$ cat src/rtl/gambit_bu_pkg.sv
`default_nettype none
// +-----------------------------------------------------------------+
// | gambit_bu_pkg : branch opcodes, status bit positions, lane type |
// | Rev 1.0                                                         |
// +-----------------------------------------------------------------+
package gambit_bu_pkg;

   localparam int OPW = 6;

   localparam logic [OPW-1:0] UO_BEQ = 6'd0;
   localparam logic [OPW-1:0] UO_BNE = 6'd1;
   localparam logic [OPW-1:0] UO_BCS = 6'd2;
   localparam logic [OPW-1:0] UO_BCC = 6'd3;
   localparam logic [OPW-1:0] UO_BVS = 6'd4;
   localparam logic [OPW-1:0] UO_BVC = 6'd5;
   localparam logic [OPW-1:0] UO_BMI = 6'd6;
   localparam logic [OPW-1:0] UO_BPL = 6'd7;
   localparam logic [OPW-1:0] UO_BHI = 6'd8;
   localparam logic [OPW-1:0] UO_BLS = 6'd9;
   localparam logic [OPW-1:0] UO_BGE = 6'd10;
   localparam logic [OPW-1:0] UO_BLT = 6'd11;
   localparam logic [OPW-1:0] UO_BGT = 6'd12;
   localparam logic [OPW-1:0] UO_BLE = 6'd13;
   localparam logic [OPW-1:0] UO_BRA = 6'd14;
   localparam logic [OPW-1:0] UO_BRN = 6'd15;

   localparam int SR_C = 0;
   localparam int SR_Z = 1;
   localparam int SR_V = 6;
   localparam int SR_N = 7;

   // Lane container sized for the widest supported configuration; the
   // top zero-extends narrower addresses and tags into it.
   localparam int LANE_SRW      = 8;
   localparam int LANE_AW_MAX   = 128;
   localparam int LANE_TAGW_MAX = 32;

   typedef struct packed {
      logic [OPW-1:0]           op;
      logic [LANE_SRW-1:0]      sr;
      logic                     pred;
      logic [LANE_AW_MAX-1:0]   tgt;
      logic [LANE_AW_MAX-1:0]   fall;
      logic [LANE_TAGW_MAX-1:0] tag;
   } lane_t;

endpackage
`default_nettype wire

$ cat src/rtl/gambit_branch_cond.sv
`default_nettype none
// +-----------------------------------------------------------------+
// | gambit_branch_cond : opcode + status flags -> taken (comb)      |
// | Rev 1.0                                                         |
// +-----------------------------------------------------------------+
module gambit_branch_cond
   import gambit_bu_pkg::*;
(
   input  logic [OPW-1:0]      op_i,
   input  logic [LANE_SRW-1:0] sr_i,
   output logic                taken_o
);

   logic w_c;
   logic w_z;
   logic w_v;
   logic w_n;
   logic w_unused;

   assign w_c      = sr_i[SR_C];
   assign w_z      = sr_i[SR_Z];
   assign w_v      = sr_i[SR_V];
   assign w_n      = sr_i[SR_N];
   assign w_unused = ^sr_i[5:2];

   always_comb begin
      taken_o = 1'b1;
      case (op_i)
         UO_BEQ:  taken_o = w_z;
         UO_BNE:  taken_o = !w_z;
         UO_BCS:  taken_o = w_c;
         UO_BCC:  taken_o = !w_c;
         UO_BVS:  taken_o = w_v;
         UO_BVC:  taken_o = !w_v;
         UO_BMI:  taken_o = w_n;
         UO_BPL:  taken_o = !w_n;
         UO_BHI:  taken_o = w_c & !w_z;
         UO_BLS:  taken_o = !w_c | w_z;
         UO_BGE:  taken_o = (w_n == w_v);
         UO_BLT:  taken_o = (w_n != w_v);
         UO_BGT:  taken_o = !w_z & (w_n == w_v);
         UO_BLE:  taken_o = w_z | (w_n != w_v);
         UO_BRA:  taken_o = 1'b1;
         UO_BRN:  taken_o = 1'b0;
         default: taken_o = 1'b1;
      endcase
   end

endmodule
`default_nettype wire

$ cat src/rtl/gambit_branch_unit.sv
`default_nettype none
// +-----------------------------------------------------------------+
// | gambit_branch_unit : 2-stage multi-lane branch resolve/redirect |
// | Rev 1.0                                                         |
// +-----------------------------------------------------------------+
module gambit_branch_unit
   import gambit_bu_pkg::*;
#(
   parameter int NCH  = 2,
   parameter int SRW  = 8,
   parameter int AW   = 32,
   parameter int TAGW = 5,
   parameter int CNTW = 16
)(
   input  logic                clk_i,
   input  logic                rst_ni,
   input  logic                flush_i,
   input  logic [NCH-1:0]      in_valid_i,
   output logic                in_ready_o,
   input  logic [NCH*OPW-1:0]  in_op_i,
   input  logic [NCH*SRW-1:0]  in_sr_i,
   input  logic [NCH-1:0]      in_pred_i,
   input  logic [NCH*AW-1:0]   in_tgt_i,
   input  logic [NCH*AW-1:0]   in_fall_i,
   input  logic [NCH*TAGW-1:0] in_tag_i,
   output logic [NCH-1:0]      out_valid_o,
   input  logic                out_ready_i,
   output logic [NCH-1:0]      out_taken_o,
   output logic [NCH*TAGW-1:0] out_tag_o,
   output logic                redir_o,
   output logic [AW-1:0]       redir_addr_o,
   output logic [TAGW-1:0]     redir_tag_o,
   output logic [CNTW-1:0]     mispred_cnt_o
);

   lane_t                     w_lane [NCH];
   logic [NCH-1:0]            w_taken;

   logic [NCH-1:0]            s1_valid_q;
   logic [NCH-1:0]            s1_pred_q;
   logic [NCH-1:0]            s1_taken_q;
   logic [NCH-1:0][AW-1:0]    s1_tgt_q;
   logic [NCH-1:0][AW-1:0]    s1_fall_q;
   logic [NCH-1:0][TAGW-1:0]  s1_tag_q;

   logic [NCH-1:0]            s2_valid_q;
   logic [NCH-1:0]            s2_taken_q;
   logic [NCH*TAGW-1:0]       s2_tag_q;
   logic                      s2_redir_q;
   logic [AW-1:0]             s2_addr_q;
   logic [TAGW-1:0]           s2_rtag_q;
   logic [CNTW-1:0]           cnt_q;

   logic                      w_s1_any;
   logic                      w_s2_any;
   logic                      w_out_fire;
   logic                      w_s1_adv;
   logic                      w_in_fire;
   logic [NCH-1:0]            w_kill_valid;
   logic                      w_redir;
   logic [AW-1:0]             w_raddr;
   logic [TAGW-1:0]           w_rtag;

   for (genvar i = 0; i < NCH; i++) begin : g_lane
      logic w_unused;

      assign w_lane[i] = '{
         op:   in_op_i[i*OPW +: OPW],
         sr:   in_sr_i[i*SRW +: LANE_SRW],
         pred: in_pred_i[i],
         tgt:  LANE_AW_MAX'(in_tgt_i[i*AW +: AW]),
         fall: LANE_AW_MAX'(in_fall_i[i*AW +: AW]),
         tag:  LANE_TAGW_MAX'(in_tag_i[i*TAGW +: TAGW])
      };

      assign w_unused = ^{w_lane[i].tgt[LANE_AW_MAX-1:AW],
                          w_lane[i].fall[LANE_AW_MAX-1:AW],
                          w_lane[i].tag[LANE_TAGW_MAX-1:TAGW]};

      gambit_branch_cond u_cond (
         .op_i    (w_lane[i].op),
         .sr_i    (w_lane[i].sr),
         .taken_o (w_taken[i])
      );
   end

   assign w_s1_any   = |s1_valid_q;
   assign w_s2_any   = |s2_valid_q;
   assign w_out_fire = w_s2_any & out_ready_i;
   assign w_s1_adv   = w_s1_any & (!w_s2_any | out_ready_i);
   assign in_ready_o = !w_s1_any | w_s1_adv;
   assign w_in_fire  = (|in_valid_i) & in_ready_o & !flush_i;

   // Oldest mispredicting lane wins; everything younger is wrong-path.
   always_comb begin
      w_kill_valid = s1_valid_q;
      w_redir      = 1'b0;
      w_raddr      = '0;
      w_rtag       = '0;
      for (int k = 0; k < NCH; k++) begin
         if (w_redir) begin
            w_kill_valid[k] = 1'b0;
         end else if (s1_valid_q[k] && (s1_taken_q[k] != s1_pred_q[k])) begin
            w_redir = 1'b1;
            w_raddr = s1_taken_q[k] ? s1_tgt_q[k] : s1_fall_q[k];
            w_rtag  = s1_tag_q[k];
         end
      end
   end

   always_ff @(posedge clk_i or negedge rst_ni) begin
      if (!rst_ni) begin
         s1_valid_q <= '0;
         s1_pred_q  <= '0;
         s1_taken_q <= '0;
         s1_tgt_q   <= '0;
         s1_fall_q  <= '0;
         s1_tag_q   <= '0;
      end else begin
         if (flush_i) begin
            s1_valid_q <= '0;
         end else if (w_in_fire) begin
            s1_valid_q <= in_valid_i;
         end else if (w_s1_adv) begin
            s1_valid_q <= '0;
         end
         if (w_in_fire) begin
            s1_taken_q <= w_taken;
            for (int k = 0; k < NCH; k++) begin
               s1_pred_q[k] <= w_lane[k].pred;
               s1_tgt_q[k]  <= w_lane[k].tgt[AW-1:0];
               s1_fall_q[k] <= w_lane[k].fall[AW-1:0];
               s1_tag_q[k]  <= w_lane[k].tag[TAGW-1:0];
            end
         end
      end
   end

   always_ff @(posedge clk_i or negedge rst_ni) begin
      if (!rst_ni) begin
         s2_valid_q <= '0;
         s2_taken_q <= '0;
         s2_tag_q   <= '0;
         s2_redir_q <= 1'b0;
         s2_addr_q  <= '0;
         s2_rtag_q  <= '0;
         cnt_q      <= '0;
      end else begin
         if (flush_i) begin
            s2_valid_q <= '0;
         end else if (w_s1_adv) begin
            s2_valid_q <= w_kill_valid;
         end else if (w_out_fire) begin
            s2_valid_q <= '0;
         end
         if (w_s1_adv) begin
            s2_taken_q <= s1_taken_q;
            s2_tag_q   <= s1_tag_q;
            s2_redir_q <= w_redir;
            s2_addr_q  <= w_raddr;
            s2_rtag_q  <= w_rtag;
         end
         // A bundle killed by flush is not a delivered redirect.
         if (w_out_fire && s2_redir_q && !flush_i && (cnt_q != '1)) begin
            cnt_q <= cnt_q + CNTW'(1);
         end
      end
   end

   assign out_valid_o   = s2_valid_q;
   assign out_taken_o   = s2_taken_q;
   assign out_tag_o     = s2_tag_q;
   assign redir_o       = s2_redir_q & w_s2_any;
   assign redir_addr_o  = s2_addr_q;
   assign redir_tag_o   = s2_rtag_q;
   assign mispred_cnt_o = cnt_q;

endmodule
`default_nettype wire

$ cat config.mk
export PLATFORM = sky130hd
export DESIGN_NAME = gambit_branch_unit
export DESIGN_NICKNAME = d
export VERILOG_FILES = /design/src/rtl/gambit_bu_pkg.sv /design/src/rtl/gambit_branch_cond.sv /design/src/rtl/gambit_branch_unit.sv
export SDC_FILE = /design/constraint.sdc
export NUM_CORES = 1
export LEC_CHECK = 0
export CAP_MARGIN = 15
export CORE_MARGIN = 5
export CORE_UTILIZATION = 49
export CTS_BUF_LIST = sky130_fd_sc_hd__clkbuf_16
export DETAILED_ROUTE_END_ITERATION = 16
export HOLD_SLACK_MARGIN = 0.12
export MAX_ROUTING_LAYER = met4
export PLACE_DENSITY = 0.91
export SETUP_SLACK_MARGIN = 0.05
export SLEW_MARGIN = 20
export SYNTH_ARGS = -nofsm -noshare
export SYNTH_HDL_FRONTEND = slang
export SYNTH_SLANG_ARGS = --single-unit
$ cat constraint.sdc
create_clock -name clk_i -period 2 [get_ports clk_i]
set_input_delay 0.4 -clock clk_i [delete_from_list [all_inputs] [get_ports clk_i]]
set_output_delay 0.4 -clock clk_i [all_outputs]
set_load 0.03 [all_outputs]
==> summary.txt <==
Power
  • Worst VDD drop: 0.624 mV
  • Leak Pwr: 0.00600 uW
  • Power per standard cell area: 958 nW/um2

Clocking
  • Clock Pin Slew Worst Setup and Hold Paths: 0.06 ns
  • CTS H-Tree Depth: 1
  • Clock tree buffer depth: 3
  • Total CTS buffers: 23
  • CTS tree: done
  • Worst-Skew Late Latency: 0.50 ns
  • Clk root buf: clkbuf_16
  • Post-CTS setup buffers: 0
  • Clk sink count: 212

Detailed routing
  • DRT antenna net count: 0
  • Vias per cell: 5.53
  • Vias: 6606
  • Detailed router's first-iteration violation count: 283
  • WL/cell: 20.0 um
  • Drt pass-1 iters: 7
  • Routed WL: 23900 um
  • DRC errors left: 0

STA
  • RSZ-0062 raised after global routing: no
  • F_max: 528 MHz
  • Worst setup margin: 0.105 ns
  • Pins Over Slew Limit: 0
  • Hold Vio Cnt, Final: 0
  • Final setup violating endpoints: 0
  • Period utilization: 94.7%
  • Slew HR: 72.4%
  • Crit path time final: 1.89 ns
  • Clock skew: 0.0150 ns
  • Worst-margin pin slew: 0.414 ns

Worst setup path
  • CP endpoint kind: output port
  • CP required: 1.60 ns
  • Maximum fanout along the worst path: 5
  • Kind of critical path: flop to output port
  • CP startpoint kind: flop
  • Arr. time, crit path: 1.49 ns

Synthesis
  • Top post-synthesis cells by count: dfrtp_1, mux2_2, mux2i_1
  • Most frequent cell after synthesis: dfrtp_1
  • Avg Cell Area, Syn: 13.7 um2
  • Ys async rst share: 100%
  • Synth top area share: 57.3%
  • Post-synthesis mux area share: 26.0%
  • Syn nets: 849
  • Ys flop type: dfrtp_1
  • Simple-gate portion of the synthesized area: 4.18%
  • Register area share after synthesis: 57.3%
  • Syn Inst Count: 674
  • Synthesized flop and latch total: 212
  • Ys Warns: 0
  • Adder-cell share of the synthesized area: 0.135%
  • Area of the mapped netlist: 9260 um2
  • Compound-Gate Fraction of Synth Area: 8.06%
  • Post-Synth XOR/XNOR Area: 2.08%
  • EDFF count, synth: 0
  • Largest family of logic cells by synthesized area: multiplexers
  • Synth cell types: 48
  • Synth top area cells: dfrtp_1, mux2_2, mux2i_1
  • Largest area contributor in the netlist: dfrtp_1

Placement
  • Buffers on Ports: 234
  • Final GP Congestion: 0.834
  • Pre-CTS setup slack: -0.336 ns
  • Area after DPL: 12300 um2
  • Post-detail-place hpwl: 17000 um

Floorplan
  • Area of the die: 21700 um2
  • Core area: 18600 um2
  • Starting Density: 49.6%
  • Io pins: 243
  • Die W: 147 um
  • Rows: 50
  • Die H: 147 um

Cells and area
  • Share of layout cells above drive strength 1: 24.3%
  • Post-layout util: 69.7%
  • Area Overhead vs Synth: 40.5%
  • Fin area: 13000 um2
  • Final net count: 1118

Global route
  • Global-route wire length before repair: 38200 um
  • Remaining Overflow, GRT: 0
  • Largest net degree at the start of global routing: 55
  • Number of global-route vias before repair: 7271
  • Total Routing Usage GR: 22.3%
  • Initial antenna violation count: 1

Outcome
  • Outcome: finished, final reports clean

Flow run
  • MaxCap Viol Count: 0

Min path
  • Hold crit path type: input port to async pin
through the flow:
| step | setup TNS [ns] | power, uW | instances | hold slack (ns) |
|---|---|---|---|---|
| 2_1_floorplan | 0 | 7170 | 674 | 0.104 |
| 3_3_place_gp | -31.82 | 8580 | 1151 | 0.350 |
| 3_5_place_dp | -41.79 | 8710 | 1151 | 0.348 |
| 4_1_cts | 0 | 12600 | 1193 | 0.389 |
| 5_1_grt | 0 | 13000 | 1194 | 0.418 |
| 6_report | 0 | 12500 | 1194 | 0.393 |
what timing repair did:
| action | 4_1_cts | 5_1_grt |
|---|---|---|
| pin swaps | 2 | 1 |
| endpoints found under the setup margin | 54 | 22 |
| endpoints found under the hold margin | 34 | 0 |
| hold buffers | 1 | 0 |
| gates resized for setup | 53 | 23 |
| cloned | 0 | 0 |
final timing paths:
check / start / end / slack [ns] / cells past startpoint
worst max-delay path: out_valid_o[1]$_DFFE_PN0P_ / redir_o / 0.11 / 2
worst min-delay path: rst_ni / redir_addr_o[11]$_DFFE_PN0P_ / 0.39 / 2
worst max register to register: out_valid_o[1]$_DFFE_PN0P_ / s1_fall_q[15]$_DFFE_PN0N_ / 0.12 / 6
worst min register to register: redir_addr_o[16]$_DFFE_PN0P_ / redir_addr_o[16]$_DFFE_PN0P_ / 0.48 / 1
max in group asynchronous: rst_ni / s1_fall_q[17]$_DFFE_PN0N_ / 1.00 / 3
min in group clk_i: redir_addr_o[16]$_DFFE_PN0P_ / redir_addr_o[16]$_DFFE_PN0P_ / 0.48 / 1
state kept, by name (all words and copies together) (netlist names):
name and count:
mispred_cnt_o 16, out_tag_o 10, out_taken_o 2, out_valid_o 2
redir_addr_o 32, redir_tag_o 5, s1_fall_q 64, s1_pred_q 2
s1_tag_q 10, s1_taken_q 2, s1_tgt_q 64, s1_valid_q 2
s2_redir_q 1
cell usage in the layout (no fill, tap or decap), types with 6 or more instances in the layout:
cell type / count
a21oi_1: 10
buf_12: 16
buf_4: 32
clkbuf_16: 23
clkdlybuf4s50_1: 166
clkinv_1: 6
dfrtp_1: 209
dlygate4sd2_1: 45
dlymetal6s2s_1: 20
inv_1: 9
mux2_1: 12
mux2_2: 141
mux2i_1: 68
nand2_1: 18
nand3_1: 12
nor2_1: 19
o21a_1: 34
o221ai_1: 32
xnor2_1: 13
xor2_1: 9
layout make-up:
cell class / count / area, um2
fill: 1231 / 5640
sequential: 212 / 5310
multi-input combinational: 418 / 3760
timing repair buffer: 283 / 2910
clock buffer: 23 / 576
tap: 234 / 293
clock inverter: 18 / 131
inverter: 5 / 18.8
antenna: 1 / 2.50
worst max-delay path: stages, from the launching register on:
cell	delay, ns
dfrtp_2	0.44
o21a_1	0.23
clkdlybuf4s15_1	0.35
routing by layer:
layer  up-vias  share of wire (%)  track usage, %
met5         -                  0               -
met2       223                 51            38.3
li1       3016                  -               -
met4         0                2.5            5.82
met1      3328                 41            27.3
met3        39                6.0            4.23
kinds of logic after synthesis:
kind of cell | Yosys count
multiplexers | 221
flip-flops | 212
AO/OA/AOI/OAI | 97
AND/OR/NAND/NOR | 77
buffers and inverters | 44
XOR/XNOR | 22
adder cells (fa/ha/maj) | 1
report_power, final:
group / internal, uW / switching, uW
registers: 5000 / 422
logic: 1540 / 1520
clock network: 2340 / 1630
Power figures use the tool's default switching activity.
